File: src/rtl/dreq_gen_pkg.sv
// Shared types for the DMA request generator: channel state, mode encoding
// and the per-channel control bundle driven by the top level.
package dreq_gen_pkg;

  // Per-channel sequencing state
  typedef enum logic [1:0] {
    CH_IDLE = 2'd0,
    CH_WAIT = 2'd1,
    CH_REQ  = 2'd2,
    CH_FIN  = 2'd3
  } ch_state_e;

  // Request termination mode
  typedef enum logic {
    MODE_PULSE     = 1'b0,
    MODE_HANDSHAKE = 1'b1
  } ch_mode_e;

  // Burst-level control fanned out from the top to every channel
  typedef struct packed {
    logic launch;   // accepted Start this cycle
    logic enable;   // channel participates in the burst being launched
    logic abort;    // nEOP seen while busy
    logic retire;   // Done issued: every channel back to IDLE
  } ch_ctrl_t;

endpackage

File: src/rtl/dreq_channel_fsm.sv
// One DMA request channel: start delay, then a fixed-width pulse or a
// request held until acknowledge. Counters saturate instead of wrapping.
module dreq_channel_fsm
  import dreq_gen_pkg::*;
#(
  parameter int unsigned DELAY_W = 8,
  parameter int unsigned WIDTH_W = 4
) (
  input  logic               clk,
  input  logic               rst_n,
  input  ch_ctrl_t           ctrl,
  input  logic [DELAY_W-1:0] delay,
  input  logic [WIDTH_W-1:0] width,
  input  ch_mode_e           mode,
  input  logic               dack,
  output ch_state_e          state,
  output logic               dreq
);

  localparam logic [DELAY_W-1:0] DLY_MAX = '1;
  localparam logic [WIDTH_W-1:0] WID_MAX = '1;

  ch_state_e          state_nx;
  logic [DELAY_W-1:0] dly_q;
  logic [DELAY_W-1:0] dly_nx;
  logic [WIDTH_W-1:0] wid_q;
  logic [WIDTH_W-1:0] wid_nx;

  // State, counters and the registered request output
  always_ff @(posedge clk) begin
    if (!rst_n) begin
      state <= CH_IDLE;
      dly_q <= '0;
      wid_q <= '0;
      dreq  <= 1'b0;
    end else begin
      state <= state_nx;
      dly_q <= dly_nx;
      wid_q <= wid_nx;
      dreq  <= (state_nx == CH_REQ);
    end
  end

  // Next state: retire beats abort beats normal sequencing
  always_comb begin
    state_nx = state;
    dly_nx   = dly_q;
    wid_nx   = wid_q;
    if (ctrl.retire) begin
      state_nx = CH_IDLE;
      dly_nx   = '0;
      wid_nx   = '0;
    end else if (ctrl.abort && (state != CH_IDLE)) begin
      state_nx = CH_FIN;
    end else begin
      case (state)
        CH_IDLE: begin
          if (ctrl.launch) begin
            state_nx = ctrl.enable ? CH_WAIT : CH_FIN;
            dly_nx   = '0;
            wid_nx   = '0;
          end
        end
        CH_WAIT: begin
          // dly_q counts completed WAIT cycles; delay+1 cycles in total
          if (dly_q == delay) begin
            state_nx = CH_REQ;
            wid_nx   = WIDTH_W'(1);
          end else if (dly_q != DLY_MAX) begin
            dly_nx = dly_q + DELAY_W'(1);
          end
        end
        CH_REQ: begin
          if (mode == MODE_HANDSHAKE) begin
            if (dack) begin
              state_nx = CH_FIN;
            end
          end else if (wid_q >= width) begin
            // width of 0 behaves as 1: wid_q starts at 1
            state_nx = CH_FIN;
          end else if (wid_q != WID_MAX) begin
            wid_nx = wid_q + WIDTH_W'(1);
          end
        end
        CH_FIN: begin
          state_nx = CH_FIN;
        end
        default: begin
          state_nx = CH_IDLE;
        end
      endcase
    end
  end

endmodule

File: src/rtl/dma_request_generator.sv
// Multi-channel DMA request generator: accepts a burst launch, latches the
// per-channel configuration, fans out nEOP abort and aggregates completion.
module dma_request_generator
  import dreq_gen_pkg::*;
#(
  parameter int unsigned NUM_CH  = 4,
  parameter int unsigned DELAY_W = 8,
  parameter int unsigned WIDTH_W = 4
) (
  input  logic                            Clock,
  input  logic                            Reset,
  input  logic                            Start,
  input  logic [NUM_CH-1:0]               ChEnable,
  input  logic [NUM_CH-1:0][DELAY_W-1:0]  Delay,
  input  logic [NUM_CH-1:0][WIDTH_W-1:0]  Width,
  input  logic [NUM_CH-1:0]               Handshake,
  input  logic [NUM_CH-1:0]               Dack,
  input  logic                            nEOP,
  output logic [NUM_CH-1:0]               Dreq,
  output logic                            Busy,
  output logic                            Done
);

  logic [NUM_CH-1:0][DELAY_W-1:0] delay_q;
  logic [NUM_CH-1:0][WIDTH_W-1:0] width_q;
  logic [NUM_CH-1:0]              mode_q;
  logic                           launch_q;

  logic                           accept_c;
  logic                           abort_c;
  logic                           retire_c;
  logic                           all_fin_c;
  logic [NUM_CH-1:0]              fin_c;
  ch_state_e                      ch_state [NUM_CH];

  // Start is only honoured when idle and not in the Done cycle
  assign accept_c = Start && !Busy && !Done;
  assign abort_c  = Busy && !nEOP;

  // Completion detect; the launch cycle is excluded so an all-disabled
  // burst still spends one full cycle in FIN before Done
  always_comb begin
    fin_c = '0;
    for (int unsigned i = 0; i < NUM_CH; i++) begin
      fin_c[i] = (ch_state[i] == CH_FIN);
    end
  end

  assign all_fin_c = &fin_c;
  assign retire_c  = Busy && all_fin_c && !launch_q;

  // Burst status and configuration captured on acceptance
  always_ff @(posedge Clock) begin
    if (!Reset) begin
      delay_q  <= '0;
      width_q  <= '0;
      mode_q   <= '0;
      launch_q <= 1'b0;
      Busy     <= 1'b0;
      Done     <= 1'b0;
    end else begin
      launch_q <= accept_c;
      Done     <= retire_c;
      if (accept_c) begin
        Busy    <= 1'b1;
        delay_q <= Delay;
        width_q <= Width;
        mode_q  <= Handshake;
      end else if (retire_c) begin
        Busy <= 1'b0;
      end
    end
  end

  for (genvar i = 0; i < int'(NUM_CH); i++) begin : g_ch
    ch_ctrl_t ctrl_c;

    assign ctrl_c = '{launch: accept_c, enable: ChEnable[i],
                      abort: abort_c, retire: retire_c};

    dreq_channel_fsm #(
      .DELAY_W (DELAY_W),
      .WIDTH_W (WIDTH_W)
    ) u_ch (
      .clk   (Clock),
      .rst_n (Reset),
      .ctrl  (ctrl_c),
      .delay (delay_q[i]),
      .width (width_q[i]),
      .mode  (ch_mode_e'(mode_q[i])),
      .dack  (Dack[i]),
      .state (ch_state[i]),
      .dreq  (Dreq[i])
    );
  end

endmodule

File: config.mk
export PLATFORM = sky130hd
export DESIGN_NAME = dma_request_generator
export DESIGN_NICKNAME = d
export VERILOG_FILES = /design/src/rtl/dreq_gen_pkg.sv /design/src/rtl/dreq_channel_fsm.sv /design/src/rtl/dma_request_generator.sv
export SDC_FILE = /design/constraint.sdc
export NUM_CORES = 1
export LEC_CHECK = 0
export CAP_MARGIN = 20
export CORE_MARGIN = 2
export CORE_UTILIZATION = 40
export DETAILED_ROUTE_END_ITERATION = 8
export PLACE_DENSITY = 0.73
export SLEW_MARGIN = 10
export SYNTH_ARGS = -nofsm -noshare
export SYNTH_HDL_FRONTEND = slang
export SYNTH_SLANG_ARGS = --single-unit
File: constraint.sdc
create_clock -name Clock -period 2.2 [get_ports Clock]
set_input_delay 0.55 -clock Clock [delete_from_list [all_inputs] [get_ports Clock]]
set_output_delay 0.55 -clock Clock [all_outputs]
set_load 0.02 [all_outputs]
Yosys cells after proc, flatten, opt, wreduce, memory -nomap -nowiden
Cells that the tools add are included.
{"block": "word_totals", "rom_bits": 0, "out_inout_bits": 6, "elab_cells": 213, "ff_bits": 115, "in_bits": 64, "mem_count": 0, "latch_bits": 0, "ram_bits": 0}
{"block": "classes", "mux": 72, "order_cmp": 4, "mul": 0, "n_shift": 0, "bitwise": 5, "n_addsub": 8, "div_mod_pow": 0, "eq_ne": 56, "reduce_logical": 40}
{"op": "8-bit 2-to-1 mux", "n": 9}
{"op": "4-bit 2-to-1 mux", "n": 17}
{"op": "2-bit 2-to-1 mux", "n": 32}
{"op": "8-bit case mux with 2 select lines", "n": 4}
{"op": "4-bit case mux with 3 select lines", "n": 4}
{"op": "8-bit by 1-bit adder with 8-bit output (second input constant)", "n": 4}
{"op": "8-bit equality test", "n": 4}
{"op": "2-bit inequality test (second input constant)", "n": 16}
{"op": "8-bit inequality test (second input constant)", "n": 4}
{"op": "2-bit case mux with 4 select lines", "n": 4}
{"op": "7-bit AND reduction", "n": 4}
{"op": "2-bit equality test (second input constant)", "n": 12}
{"op": "2-bit by 1-bit inequality test with 1-bit output (second input constant)", "n": 12}
{"op": "5-bit AND reduction", "n": 4}
{"op": "2-bit nonzero test", "n": 9}
{"op": "4-bit by 1-bit adder with 4-bit output (second input constant)", "n": 4}
{"op": "4-bit >= comparator", "n": 4}
{"op": "4-bit inequality test (second input constant)", "n": 4}
{"op": "3-bit nonzero test", "n": 4}
{"op": "1-bit logical AND", "n": 9}
{"op": "2-bit by 1-bit equality test with 1-bit output (second input constant)", "n": 4}
{"op": "2-bit logical NOT", "n": 4}
{"op": "1-bit NOT", "n": 5}
{"op": "1-bit logical NOT", "n": 4}
{"op": "other kinds (3)", "n": 4}

Longest topological paths before layout
Gate-level depths: netlist (run 1).
{"block": "depth", "word_depth": 8, "ltp_mapped": 9, "depth_no_buf": 8}

Cells and area by module
From an unflattened synthesis (run 1), not the netlist that was laid out.
{"block": "hier_totals", "hier_cells": 791, "area_unflattened_um2": 6693.9}
{"module": "dreq_channel_fsm (g_ch[0].u_ch ...)", "instances": 3, "area_per_inst_um2": 1146.1, "cells_per_inst": 139}
{"module": "dma_request_generator", "instances": 1, "area_per_inst_um2": 2124.5, "cells_per_inst": 240}
{"module": "dreq_channel_fsm (g_ch[1].u_ch)", "instances": 1, "area_per_inst_um2": 1131.1, "cells_per_inst": 134}

Worst setup path after synthesis (run 1)
Ideal clock, no wire load.
{"block": "synth_path", "kind": "flip-flop to flip-flop", "start": "register g_ch[3].u_ch.wid_q[0]", "end": "register g_ch[3].u_ch.wid_q[1]", "arrival_time_ns": 2.265, "slack_ns": -0.180, "setup_ns": 0.116, "n_path_buf": 0, "stages_incl_launch_ff": 9, "cell_sequence": "dfxtp_1 -> inv_1 -> ha_1 -> nand2b_1 -> a2111oi_1 -> o21ai_1 -> a211oi_4 -> mux2_1 -> and3_1"}
{"block": "synth_via", "elab_chain_cells": 5, "word_cells_on_any_way": 10, "cone_classes": "1 x add/sub; 1 x order compare; 3 x eq/ne; 4 x mux; 1 x reduce/logical"}
{"element": "start, declared", "line": "dreq_channel_fsm.sv:26", "source": "logic [WIDTH_W-1:0] wid_q;"}
{"element": "start signal, assigned", "line": "dreq_channel_fsm.sv:39", "source": "wid_q <= wid_nx;"}
{"element": "4-bit by 1-bit adder with 4-bit output", "line": "dreq_channel_fsm.sv:82", "source": "wid_nx = wid_q + WIDTH_W'(1);"}
{"element": "4-bit 2-to-1 mux", "line": "dreq_channel_fsm.sv:81", "source": "end else if (wid_q != WID_MAX) begin"}
{"element": "4-bit 2-to-1 mux", "line": "dreq_channel_fsm.sv:78", "source": "end else if (wid_q >= width) begin"}
{"element": "4-bit 2-to-1 mux", "line": "dreq_channel_fsm.sv:74", "source": "if (mode == MODE_HANDSHAKE) begin"}
{"element": "4-bit case mux with 3 select lines", "line": "dreq_channel_fsm.sv:56", "source": "case (state)"}
Several ways; a longest one is shown, not always the timed one. The select of a mux whose other input is x is not followed.
A chain may end at the register's enable or synchronous reset.

Worst setup path in the final report (run 1)
{"block": "layout_path", "start": "register g_ch[0].u_ch.wid_q[2]", "end": "register g_ch[0].u_ch.wid_q[3]"}
{"block": "layout_via", "elab_chain_cells": 5, "word_cells_on_any_way": 10, "cone_classes": "1 x add/sub; 1 x order compare; 3 x eq/ne; 4 x mux; 1 x reduce/logical"}
{"element": "start, declared", "line": "dreq_channel_fsm.sv:26"}
{"element": "start signal, assigned", "line": "dreq_channel_fsm.sv:39"}
{"element": "4-bit by 1-bit adder with 4-bit output", "line": "dreq_channel_fsm.sv:82"}
{"element": "4-bit 2-to-1 mux", "line": "dreq_channel_fsm.sv:81"}
{"element": "4-bit 2-to-1 mux", "line": "dreq_channel_fsm.sv:78"}
{"element": "4-bit 2-to-1 mux", "line": "dreq_channel_fsm.sv:74"}
{"element": "4-bit case mux with 3 select lines", "line": "dreq_channel_fsm.sv:56"}
Several ways; a longest one is shown, not always the timed one. The select of a mux whose other input is x is not followed.

==> flow_metrics.py, run 1 <==
metrics = {
    "synth": {
        "synth_edf_count": 0,
        "synth.area.top_cells": "dfxtp_1 (36%), nand2_1 (8.1%), ha_1 (7.9%)",
        "post-synth-top-count-cell": "nand2_1",
        "synth_commonest_cells": "nand2_1 (136), dfxtp_1 (115), a21oi_1 (83), nor2_1 (46), ha_1 (40)",
        "async_flop_share": 0,
        "yosysSeqAreaShare": 0.363,
        "synthCells": 781,
        "ys_warn_count": 0,
        "synth_seq_cells": 115,
        "synth_top_area_share": 0.363,
        "synth.avg_cell_area_sq_um": 8.12,
        "synth_fp_nets": 885,
        "synth_top_area_cell": "dfxtp_1",
        "yosysUniqueCellTypes": 71,
        "synth.cell_area_sq_um": 6340,
        "synth_ff_type": "dfxtp_1",
    },
    "power_and_ir_drop": {
        "powerDensity_nw_per_um2": 1020,
        "total_power_uw": 8530,
        "ir_worst_vdd_mv": 0.634,
        "leakagePower_uw": 0.00336,
    },
    "drt": {
        "drt-total-wl_um": 16200,
        "drt-initial-drc-count": 367,
        "firstDrtPassIters": 4,
        "vias": 5741,
        "antenna_left": 0,
        "via_per_inst": 5.10,
        "drc_errors": 0,
        "routedWlPerCell_um": 14.3,
    },
    "timing": {
        "layout_min_cycle_time_ns": 2.20,
        "worst_pin_slew_ns": 0.448,
        "fmax_ghz": 0.456,
        "post-route-period-util": 0.998,
        "setup_viol": 0,
        "hold_viol_final": 0,
        "skew_ns": 0.00960,
        "rsz0062_at_grt": "true",
        "slew_headroom": 0.699,
        "final_max_slew_viol_count": 0,
    },
    "grt": {
        "grt_pass1_wl_um": 26400,
        "antenna_found_initial": 0,
        "track_usage": 0.199,
        "grt_pass1_vias": 5495,
        "grt_max_degree": 28,
        "gr-total-overflow": 0,
    },
    "clock_network": {
        "numCtsBuffers": 17,
        "clk-insertion-delay-late_ns": 0.43,
        "clock_path_buffers": 2,
        "cts-root-buf": "clkbuf_16",
        "clock_sinks": 115,
        "h-tree-depth": 4,
        "cts_tree": "built",
        "clkSlewWorstSetupHoldPaths_ns": 0.06,
    },
    "finish": {
        "fill_cells": 1464,
        "post-route-util": 0.534,
        "area_delta_synth_final_pct": 32.3,
        "final_nets": 1002,
        "diodes": 0,
        "drive_gt1_frac": 0.163,
        "fin_cells": 1126,
        "stdcell_area_sq_um": 8390,
    },
    "place": {
        "placedInstanceArea_sq_um": 7630,
        "io_buffers": 69,
        "dp_hpwl_um": 11600,
        "dp.cells": 1092,
        "place_congestion": 0.948,
    },
    "critical_path": {
        "crit_path_end_kind": "flop",
        "cp_max_fo": 6,
        "cp-start-kind": "flop",
        "cp.arrival_ns": 2.53,
        "critPathRequiredTime_ns": 2.53,
        "critical_path_class": "flop to flop",
    },
    "die": {
        "core-area_sq_um": 15700,
        "ioPinCount": 70,
        "die_h_um": 130,
        "initial_core_util": 0.403,
        "die_w_um": 130,
        "num_rows": 46,
        "dieArea_sq_um": 16900,
    },
    "run": {
        "cap_viol_max_count": 0,
    },
    "outcome": {
        "status": "finished clean",
    },
    "min_path": {
        "min_path_type": "flop to flop",
    },
}
==> critical path: stages (launching register included) <==
cell and delay, ns:
dfxtp_4 0.36, ha_4 0.16, or4_4 0.52, a21oi_4 0.14
nor3_2 0.05, a211o_1 0.35, or2_1 0.27, o22ai_1 0.23
==> layout by cell type (no fill, tap or decap), drive strengths merged, types with 15 or more instances in the layout <==
cell and instances:
nand2 137, dfxtp 115, a21oi 86, clkdlybuf4s50 69, buf 66, nor2 46, ha 40, inv 39
xor2 29, xnor2 25, nand3 25, o21ai 22, clkbuf 21, nand4 15
==> where the power goes <==
group,leakage (uW),internal (uW),total [uW],switching (uW)
clock network,0.000289,1910,2900,995
logic,0.00213,1440,3110,1680
registers,0.000943,2310,2510,204
total,0.00336,5650,8530,2880
==> layer usage <==
layer,routed length (um),global-route usage
met1,7730,0.256
met2,7400,0.317
met3,670,0.0541
met4,347,0.0803
met5,0,0
==> metrics by stage <==
step | TNS, ns | hold WS (ns) | worst slack, ns
floorplan | 0 | 0.436 | 0.0223
global placement | -16.64 | 0.445 | -0.445
detailed placement | -18.57 | 0.450 | -0.475
CTS | 0 | 0.457 | 0.0110
global route | -0.234 | 0.480 | -0.0791
finish | 0 | 0.459 | 0.00487
==> repair_timing <==
item | 4_1_cts | 5_1_grt
pin swaps | 2 | 11
gates resized for setup | 3 | 30
endpoints found under the setup margin | 7 | 22
setup buffers | 1 | 2
gates cloned | 0 | 0
hold buffers | 0 | 0
==> worst paths after layout <==
check | start | endpoint | slack (ns) | depth (start not counted)
setup / recovery | g_ch[0].u_ch.wid_q[2] | g_ch[0].u_ch.wid_q[3] | 0.005 | 7
hold / removal | width_q[11] | width_q[11] | 0.46 | 2
setup reg to reg | g_ch[0].u_ch.wid_q[2] | g_ch[0].u_ch.wid_q[3] | 0.005 | 7
hold reg to reg | width_q[11] | width_q[11] | 0.46 | 2
==> sequential cells by signal, indices dropped and copies added (netlist names), 4 cells and up <==
signal / cells
delay_q: 32
g_ch.u_ch.dly_q: 32
g_ch.u_ch.wid_q: 16
width_q: 16
g_ch.u_ch.state: 8
g_ch.u_ch.dreq: 4
mode_q: 4
==> cell families (layout without fill, tap and decap cells) <==
kind of cell / count (synthesis) / count (layout) / synth area share
compound gates: 184 / 184 / 0.189
xor+xnor: 54 / 54 / 0.0746
mux: 8 / 8 / 0.0130
flops: 115 / 115 / 0.363
buf+inv: 76 / 205 / 0.0503
fa+ha+maj: 40 / 40 / 0.0789
simple gates: 304 / 304 / 0.231
==> final cells by class <==
cell class	count	area [sq um]	share of cell area
Clock buffer	21	450	0.0537
Clock inverter	10	158	0.0188
Inverter	39	146	0.0175
Multi-Input combinational cell	590	3850	0.460
Sequential cell	115	2320	0.277
Tap cell	216	270	0.0322
Timing Repair Buffer	135	1190	0.141
Power figures use the tool's default switching activity.
==> run 2: changes to the inputs <==
Settings changed: PLACE_DENSITY 0.73 to unset, PLACE_DENSITY_LB_ADDON set to 0.1.
==> run 2 against run 1 <==
Net effect: global-route usage up 0.19 points; via count up 0.44%; flip-flop and latch count unchanged.
==> flow_metrics.py, run 2 (synthesized netlist as in run 1, its figures left out) <==
metrics = {
    "outcome": {
        "status": "finished clean",
    },
    "timing": {
        "hold_ws_ns": 0.455,
        "worst_pin_slew_ns": 0.529,
        "slew_headroom": 0.648,
        "hold_viol_final": 0,
        "layout_min_cycle_time_ns": 2.18,
        "rsz0062_at_grt": "true",
        "skew_ns": 0.00889,
        "final_max_slew_viol_count": 0,
        "post-route-period-util": 0.991,
        "setup_slack_ns": 0.0208,
        "setup_viol": 0,
        "fmax_ghz": 0.459,
    },
    "finish": {
        "diodes": 0,
        "final_nets": 1007,
        "layout_common_cells": "nand2_1 (136), dfxtp_1 (110), a21oi_1 (83), buf_4 (69), clkdlybuf4s50_1 (67)",
        "top_regs": "delay_q: 32 flops, g_ch.u_ch.dly_q: 32 flops",
        "drive_gt1_frac": 0.160,
        "ff_latch_area_sq_um": 2310,
        "multi_input_area_sq_um": 3870,
        "area_delta_synth_final_pct": 34.4,
        "mostFrequentLayoutCell": "nand2_1",
        "fill_cells": 1485,
        "post-route-util": 0.542,
        "fin_cells": 1131,
    },
    "die": {
        "die_w_um": 130,
        "core-area_sq_um": 15700,
        "dieArea_sq_um": 16900,
        "initial_core_util": 0.403,
        "ioPinCount": 70,
        "die_h_um": 130,
        "num_rows": 46,
    },
    "clock_network": {
        "clkSlewWorstSetupHoldPaths_ns": 0.05,
        "clk-insertion-delay-late_ns": 0.42,
        "hold_buffers": 0,
        "h-tree-depth": 4,
        "clock_path_buffers": 2,
        "numCtsBuffers": 17,
        "cts-root-buf": "clkbuf_16",
        "clock_sinks": 115,
        "cts_tree": "built",
    },
    "grt": {
        "grt_pass1_wl_um": 26700,
        "gr-total-overflow": 0,
        "antenna_found_initial": 0,
        "grt_pass1_vias": 5637,
        "track_usage": 0.201,
        "grt_max_degree": 44,
    },
    "drt": {
        "drt-total-wl_um": 16200,
        "vias": 5766,
        "drt-initial-drc-count": 296,
        "drc_errors": 0,
        "firstDrtPassIters": 4,
        "routedWlPerCell_um": 14.3,
        "antenna_left": 0,
        "via_per_inst": 5.10,
    },
    "place": {
        "dp.cells": 1098,
        "pre_cts_ws_ns": -0.485,
        "place_congestion": 0.853,
        "io_buffers": 69,
        "dp_hpwl_um": 12000,
    },
    "critical_path": {
        "critPathRequiredTime_ns": 2.52,
        "crit_path_end_kind": "flop",
        "reg2regPathDepth": 8,
        "cp.arrival_ns": 2.49,
        "critical_path_class": "flop to flop",
        "cp-start-kind": "flop",
        "cp_max_fo": 3,
        "cp-endpoint": "g_ch[3].u_ch.wid_q[1]",
        "r2r_end": "g_ch[3].u_ch.wid_q[1]",
        "startpoint": "g_ch[3].u_ch.wid_q[0]",
        "r2r-start": "g_ch[3].u_ch.wid_q[0]",
        "r2r_slack_ns": 0.02,
    },
    "power_and_ir_drop": {
        "powerDensity_nw_per_um2": 1050,
        "ir_worst_vdd_mv": 0.652,
        "leakagePower_uw": 0.00346,
    },
    "run": {
        "cap_viol_max_count": 0,
    },
    "min_path": {
        "min_path_type": "flop to flop",
    },
}
[run 2: changes by cell type in the layout (fill, tap and decap cells not counted), moves of 3 or more]
cell | before | now
a21oi_1 | 80 | 83
nor4_4 | 0 | 3
dfxtp_1 | 106 | 110
nor4_2 | 6 | 3
clkinvlp_4 | 3 | 0
dfxtp_4 | 3 | 0
clkbuf_8 | 1 | 4
buf_4 | 66 | 69
[run 2: layer usage]
metal  vias to the layer above  track usage  wire length, um
met5                         -            0                0
met1                      2669        0.255             7710
met4                         0       0.0715              225
met2                       110        0.333             7660
met3                        22       0.0488              584
li1                       2965            -                -
[run 2: power breakdown]
group / switching, uW / total, uW / internal [uW]
Clock: 961 / 3200 / 2230
Sequential: 187 / 2500 / 2310
Combinational: 1730 / 3280 / 1550
Total: 2880 / 8970 / 6090
[run 2: final cells by class]
class | count | share of cell area
clock buffer | 22 | 0.0568
clock inverter | 9 | 0.0234
multi-input combinational | 590 | 0.454
inverter | 39 | 0.0172
sequential | 115 | 0.271
timing repair buffer | 140 | 0.146
tap | 216 | 0.0317
[run 2: how the worst min path moves through the flow]
| stage | startpoint | to | slack, ns | cells after the start |
|---|---|---|---|---|
| 2_1_floorplan | width_q[10] | width_q[10] | 0.44 | 2 |
| 3_3_place_gp | width_q[15] | width_q[15] | 0.45 | 2 |
| 3_5_place_dp | width_q[2] | width_q[2] | 0.45 | 2 |
| 4_1_cts | width_q[2] | width_q[2] | 0.46 | 2 |
| 5_1_grt | width_q[15] | width_q[15] | 0.48 | 2 |
| 6_report | width_q[2] | width_q[2] | 0.46 | 2 |
[run 2: worst max-delay path, cell delays in order, from the launching register on]
cell	delay, ns
dfxtp_2	0.33
inv_2	0.05
ha_4	0.20
nand2b_4	0.14
a2111oi_4	0.38
o21ai_2	0.17
a211oi_4	0.31
mux2_4	0.32
and3_4	0.17
[run 2: through the flow]
stage                     power (uW)  cell area [sq um]  TNS [ns]
after detailed placement        5650               7690    -18.43
after global placement          5570               7690    -16.62
after global routing            9530               8520    -0.136
after CTS                       8910               8390         0
final                           8970               8520         0
after floorplan                 4510               6370         0
[run 2: what timing repair did]
item	4_1_cts	5_1_grt
setup endpoints to repair	11	22
buffers inserted	0	2
gates resized for setup	4	23
pin swaps	1	9
